===== config.mk =====
export PLATFORM = sky130hd
export DESIGN_NAME = store_rmw_unit_flat
export DESIGN_NICKNAME = d
export VERILOG_FILES = /design/src/rtl/store_rmw_if.sv /design/src/rtl/store_rmw_unit.sv /design/src/flat_wrapper.sv
export SDC_FILE = /design/constraint.sdc
export NUM_CORES = 1
export LEC_CHECK = 0
export ABC_AREA = 1
export BUFFER_PORTS_ARGS = -buffer_cell sky130_fd_sc_hd__buf_2
export CAP_MARGIN = 20
export CORE_ASPECT_RATIO = 1.25
export CORE_MARGIN = 1.5
export CORE_UTILIZATION = 30
export DETAILED_ROUTE_END_ITERATION = 6
export PLACE_DENSITY = 0.64
export REMOVE_ABC_BUFFERS = 1
export SYNTH_ARGS = -nofsm -noshare
export SYNTH_HDL_FRONTEND = slang
export SYNTH_SLANG_ARGS = --single-unit

===== constraint.sdc =====
create_clock -name clk -period 2.8 [get_ports clk]
set_clock_uncertainty 0.05 [all_clocks]
set_input_delay 0.56 -clock clk [delete_from_list [all_inputs] [get_ports clk]]
set_output_delay 0.56 -clock clk [all_outputs]
set_load 0.005 [all_outputs]

===== src/rtl/store_rmw_if.sv =====
// Store request / word-memory bus between the MEM stage and store_rmw_unit.
// The master side drives the store request and supplies memory read data.
// The slave side is the store unit. It answers with stall/done status and
// drives the word-memory strobes.
interface store_rmw_if #(
  parameter int ADDR_W = 32
) ();
  logic              req_valid;
  logic [1:0]        req_size;
  logic [ADDR_W-1:0] req_addr;
  logic [31:0]       req_wdata;
  logic              stall;
  logic              done;
  logic              misalign_err;
  logic [ADDR_W-1:0] mem_addr;
  logic              mem_rd;
  logic [31:0]       mem_rdata;
  logic              mem_we;
  logic [31:0]       mem_wdata;

  modport master (
    output req_valid, req_size, req_addr, req_wdata, mem_rdata,
    input  stall, done, misalign_err, mem_addr, mem_rd, mem_we, mem_wdata
  );

  modport slave (
    input  req_valid, req_size, req_addr, req_wdata, mem_rdata,
    output stall, done, misalign_err, mem_addr, mem_rd, mem_we, mem_wdata
  );
endinterface


===== src/rtl/store_rmw_unit.sv =====
// Store-side data path for the MEM stage.
// Word stores go straight to a word-only memory.
// Byte and halfword stores use a read-modify-write sequence: RD, then MRG, then WR.
// Illegal sizes and misaligned accesses retire after one cycle with an error pulse.
module store_rmw_unit #(
  parameter int ADDR_W = 32
) (
  input  logic        clk,
  input  logic        rst,
  store_rmw_if.slave  bus
);

  localparam logic [2:0] IDLE = 3'd0;
  localparam logic [2:0] RD   = 3'd1;
  localparam logic [2:0] MRG  = 3'd2;
  localparam logic [2:0] WR   = 3'd3;
  localparam logic [2:0] ERR  = 3'd4;

  localparam logic [1:0] SZ_BYTE = 2'b00;
  localparam logic [1:0] SZ_HALF = 2'b01;
  localparam logic [1:0] SZ_WORD = 2'b10;

  logic [2:0]        state;
  logic [2:0]        state_nxt;
  logic              held_half;   // 1: halfword, 0: byte (only sub-word sizes reach MRG)
  logic [1:0]        held_lane;
  logic [15:0]       held_data;
  logic              done_flag;
  logic              err_flag;
  logic              rd_strobe;
  logic              we_strobe;
  logic [ADDR_W-1:0] addr_word;
  logic [31:0]       write_word;

  // Replace the addressed lane(s) of old_word. All other lanes pass through unchanged.
  function automatic logic [31:0] merge_lanes(
    input logic [31:0] old_word,
    input logic [15:0] new_data,
    input logic        is_half,
    input logic [1:0]  lane
  );
    logic [31:0] word;
    word = old_word;
    if (is_half) begin
      if (lane[1]) word[31:16] = new_data;
      else         word[15:0]  = new_data;
    end else begin
      case (lane)
        2'd0:    word[7:0]   = new_data[7:0];
        2'd1:    word[15:8]  = new_data[7:0];
        2'd2:    word[23:16] = new_data[7:0];
        2'd3:    word[31:24] = new_data[7:0];
        default: word        = old_word;
      endcase
    end
    return word;
  endfunction

  // Next-state decode. Size and alignment are classified when a request is accepted.
  always_comb begin
    state_nxt = state;
    case (state)
      IDLE: begin
        if (bus.req_valid) begin
          case (bus.req_size)
            SZ_BYTE: state_nxt = RD;
            SZ_HALF: state_nxt = bus.req_addr[0] ? ERR : RD;
            SZ_WORD: state_nxt = (bus.req_addr[1:0] != 2'b00) ? ERR : WR;
            default: state_nxt = ERR;
          endcase
        end else begin
          state_nxt = IDLE;
        end
      end
      RD:      state_nxt = MRG;
      MRG:     state_nxt = WR;
      WR:      state_nxt = IDLE;
      ERR:     state_nxt = IDLE;
      default: state_nxt = IDLE;
    endcase
  end

  // State, latched request and registered outputs.
  // Strobes are decoded from the next state, so each output is high exactly in its own state.
  always_ff @(posedge clk) begin
    if (rst) begin
      state      <= IDLE;
      held_half  <= 1'b0;
      held_lane  <= 2'b00;
      held_data  <= 16'h0000;
      done_flag  <= 1'b0;
      err_flag   <= 1'b0;
      rd_strobe  <= 1'b0;
      we_strobe  <= 1'b0;
      addr_word  <= '0;
      write_word <= 32'h0000_0000;
    end else begin
      state     <= state_nxt;
      rd_strobe <= (state_nxt == RD);
      we_strobe <= (state_nxt == WR);
      done_flag <= (state_nxt == WR) || (state_nxt == ERR);
      err_flag  <= (state_nxt == ERR);
      if (state == IDLE && bus.req_valid) begin
        held_half <= (bus.req_size == SZ_HALF);
        held_lane <= bus.req_addr[1:0];
        held_data <= bus.req_wdata[15:0];
        addr_word <= {bus.req_addr[ADDR_W-1:2], 2'b00};
        // An aligned word store skips the read and writes the request data directly.
        if (state_nxt == WR) write_word <= bus.req_wdata;
        else                 write_word <= write_word;
      end else if (state == MRG) begin
        write_word <= merge_lanes(bus.mem_rdata, held_data, held_half, held_lane);
      end else begin
        write_word <= write_word;
      end
    end
  end

  assign bus.stall        = bus.req_valid & ~done_flag;
  assign bus.done         = done_flag;
  assign bus.misalign_err = err_flag;
  assign bus.mem_rd       = rd_strobe;
  assign bus.mem_we       = we_strobe;
  assign bus.mem_addr     = addr_word;
  assign bus.mem_wdata    = write_word;

endmodule


===== src/flat_wrapper.sv =====
// flat-port wrapper written by rule: the top's interface ports become plain ports
module store_rmw_unit_flat 
#(
  parameter int ADDR_W = 32
)
  (clk, rst, bus_req_valid, bus_req_size, bus_req_addr, bus_req_wdata, bus_mem_rdata, bus_stall, bus_done, bus_misalign_err, bus_mem_addr, bus_mem_rd, bus_mem_we, bus_mem_wdata);
  store_rmw_if #(.ADDR_W(ADDR_W)) bus_i ();
  input  logic clk;
  input  logic rst;
  input wire logic [$bits(bus_i.req_valid)-1:0] bus_req_valid;
  input wire logic [$bits(bus_i.req_size)-1:0] bus_req_size;
  input wire logic [$bits(bus_i.req_addr)-1:0] bus_req_addr;
  input wire logic [$bits(bus_i.req_wdata)-1:0] bus_req_wdata;
  input wire logic [$bits(bus_i.mem_rdata)-1:0] bus_mem_rdata;
  output wire logic [$bits(bus_i.stall)-1:0] bus_stall;
  output wire logic [$bits(bus_i.done)-1:0] bus_done;
  output wire logic [$bits(bus_i.misalign_err)-1:0] bus_misalign_err;
  output wire logic [$bits(bus_i.mem_addr)-1:0] bus_mem_addr;
  output wire logic [$bits(bus_i.mem_rd)-1:0] bus_mem_rd;
  output wire logic [$bits(bus_i.mem_we)-1:0] bus_mem_we;
  output wire logic [$bits(bus_i.mem_wdata)-1:0] bus_mem_wdata;
  assign bus_i.req_valid = bus_req_valid;
  assign bus_i.req_size = bus_req_size;
  assign bus_i.req_addr = bus_req_addr;
  assign bus_i.req_wdata = bus_req_wdata;
  assign bus_i.mem_rdata = bus_mem_rdata;
  assign bus_stall = bus_i.stall;
  assign bus_done = bus_i.done;
  assign bus_misalign_err = bus_i.misalign_err;
  assign bus_mem_addr = bus_i.mem_addr;
  assign bus_mem_rd = bus_i.mem_rd;
  assign bus_mem_we = bus_i.mem_we;
  assign bus_mem_wdata = bus_i.mem_wdata;
  store_rmw_unit #(.ADDR_W(ADDR_W)) u_core (.clk(clk), .rst(rst), .bus(bus_i));
endmodule

==> results_dict.tcl <==
set metrics [dict create \
    power_density_nw_per_um2 642 \
    core_region_area_sq_um 16100 \
    status "complete, no violations" \
    routabilityCongestion 0.806 \
    cts_hold_buf 0 \
    start_util_pct 30.4 \
    port_buffers 167 \
    antenna_left 0 \
    fill_cells 1799 \
    hold_viol 0 \
    worst_pin_slew_ns 0.752 \
    p_leak_nw 3.32 \
    hold_class "register to register" \
    io-pin-count 170 \
    ys_types 24 \
    critPathLaunchType "register" \
    critPathMaxFanout 30 \
    ctsResizeCount 0 \
    path_class "register to register" \
    clk_latency_ns 0.34 \
    yosysSeqAreaShare_pct 36.0 \
    synth_cells 795 \
    cts-root-buf "clkbuf_16" \
    rows 52 \
    slew_headroom_pct 49.9 \
    drv_cap 0 \
    first_pass_iters 5 \
    cts_setup_buffers 0 \
    cts_buffers 9 \
    crit_required_ns 2.99 \
    cts_sinks 88 \
    peakVddDrop_mv 0.267 \
    drc_errors 0 \
    cts_tree "done" \
    die_width_um 117 \
    slew_viol_final 0 \
    ys_warn_count 0 \
    grt_setup_unrepaired "false" \
    routed_via_density 4.51 \
    antenna_found_initial 2 \
    final.min_clock_period_ns 1.94 \
    nets 1034 \
    wl_per_cell_um 13.4 \
    cp-end-kind "register" \
    tns_ns 0 \
    syn_avg_cell_area_sq_um 6.15 \
    dr_total_vias 5208 \
    htree_levels 3 \
    grt_overflow 0 \
    die_area_sq_um 17100 \
    synth_area_sq_um 4890 \
    hpwl_mm 10.7 \
    die_height_um 146 \
    wirelength_mm 15.4 \
    grt_max_degree 69 \
    first_global_vias 4993 \
    grt_use_total_pct 18.2 \
    min_period_over_period_pct 69.2 \
    syn_to_final_growth_pct 25.6 \
    layout-drive-gt1-share_pct 22.0 \
    critPathArrivalTime_ns 2.13 \
    clk_path_buf_depth 2 \
    ys_ff_latch 88 \
    power.total_mw 3.94 \
    finalSetupViolations 0 \
    drtIter0Drc 229 \
    clk_pin_slew_worst_paths_ns 0.06 \
    clock.fmax_mhz 516 \
    grt_pass1_wl_mm 24.5 \
]
cells in the final DEF (no fill, tap or decap), drive strengths merged:
cell / instances
nand2: 253
buf: 177
nor2: 119
nand3: 91
dfxtp: 88
inv: 76
o21ai: 41
a21oi: 28
nand3b: 23
nand4: 11
clkbuf: 11
clkinv: 10
bufinv: 4
diode: 2
or2: 2
conb: 2
o21bai: 1
clkinvlp: 1
routing by layer:
| metal | global-route usage, % | part of all wire, % | up-vias |
|---|---|---|---|
| li1 | - | - | 2750 |
| met1 | 21.1 | 42 | 2290 |
| met2 | 32.2 | 49 | 146 |
| met3 | 3.75 | 6.4 | 20 |
| met4 | 7.05 | 2.1 | 2 |
| met5 | 0 | 0.045 | - |
power by group:
part,total [mW],switching [mW],leakage [nW],internal [mW]
registers,1.47,0.0867,0.724,1.39
clock network,1.49,0.503,0.176,0.987
logic,0.979,0.601,2.42,0.378
total,3.94,1.19,3.32,2.75
area by class of cell:
cell class | count | area, sq um | share of cell area, %
diodes | 2 | 5.00 | 0.0814
clock buffers | 11 | 243 | 3.95
clock inverters | 5 | 128 | 2.08
inverters | 86 | 323 | 5.25
multi-input cells | 571 | 2500 | 40.7
flip-flops and latches | 88 | 1760 | 28.7
well taps | 216 | 270 | 4.40
repair buffers | 177 | 911 | 14.8
per-stage QoR:
step | worst slack [ns] | utilization (%) | instances | hold slack, ns | instance area, sq um
final | 0.861 | 38.2 | 1156 | 0.418 | 6150
after global routing | 0.604 | 38.2 | 1155 | 0.426 | 6140
after CTS | 0.863 | 38.2 | 1154 | 0.415 | 6140
after detailed placement | 0.547 | 35.9 | 1138 | 0.407 | 5770
after global placement | 0.584 | 35.9 | 1138 | 0.403 | 5770
after floorplan | 0.269 | - | 745 | 0.389 | 4590
cell usage after synthesis:
cell	number	area share [%]
a21oi_1	28	2.9
buf_1	2	0.15
buf_2	15	1.5
buf_4	12	1.8
buf_6	7	1.6
clkbuf_1	15	1.2
clkinv_1	10	0.77
conb_1	1	0.077
dfxtp_1	88	36
inv_1	73	5.6
inv_2	3	0.23
nand2_1	249	19
nand2_2	2	0.26
nand2_4	2	0.46
nand3_1	90	9.2
nand3_2	1	0.20
nand3b_1	23	3.5
nand4_1	11	1.4
nor2_1	116	8.9
nor2_2	2	0.26
nor2_4	1	0.23
o21ai_0	41	4.2
o21bai_1	1	0.15
or2_2	2	0.26
sequential cells by signal, summed over array words and instances (netlist names):
signal / flops
u_core.bus.mem_rd: 1
u_core.bus.done: 1
u_core.bus.mem_we: 1
u_core.held_half: 1
u_core.held_lane: 2
u_core.state: 3
u_core.held_data: 16
u_core.bus.mem_addr: 30
u_core.bus.misalign_err: 1
u_core.bus.mem_wdata: 32
logic make-up (layout without fill, tap and decap cells):
kind of cell	count (synthesis)	in the layout	share of synthesized area [%]
buffers and inverters	137	279	12.9
and+or+nand+nor	499	499	43.8
other	1	4	0.0767
DFF	88	88	36.0
AOI/OAI and AO/OA	70	70	7.21
critical path: stages, from the launching register on:
cell and delay, ns:
dfxtp_2 0.43, inv_2 0.48, nand2_1 0.37, nand2_1 0.14, nand3_1 0.08, nand2_1 0.10
nand3_1 0.07, nand2_1 0.08, inv_1 0.03
path summary, 6_finish.rpt:
kind         slack, ns                       end            startpoint  cells past startpoint
max reg2reg       0.86  u_core.bus.mem_wdata[13]   u_core.held_lane[1]                      8
min               0.42      u_core.held_data[11]  u_core.held_data[11]                      2
min reg2reg       0.42      u_core.held_data[11]  u_core.held_data[11]                      2
max               0.86  u_core.bus.mem_wdata[13]   u_core.held_lane[1]                      8
Power figures use the tool's default switching activity.
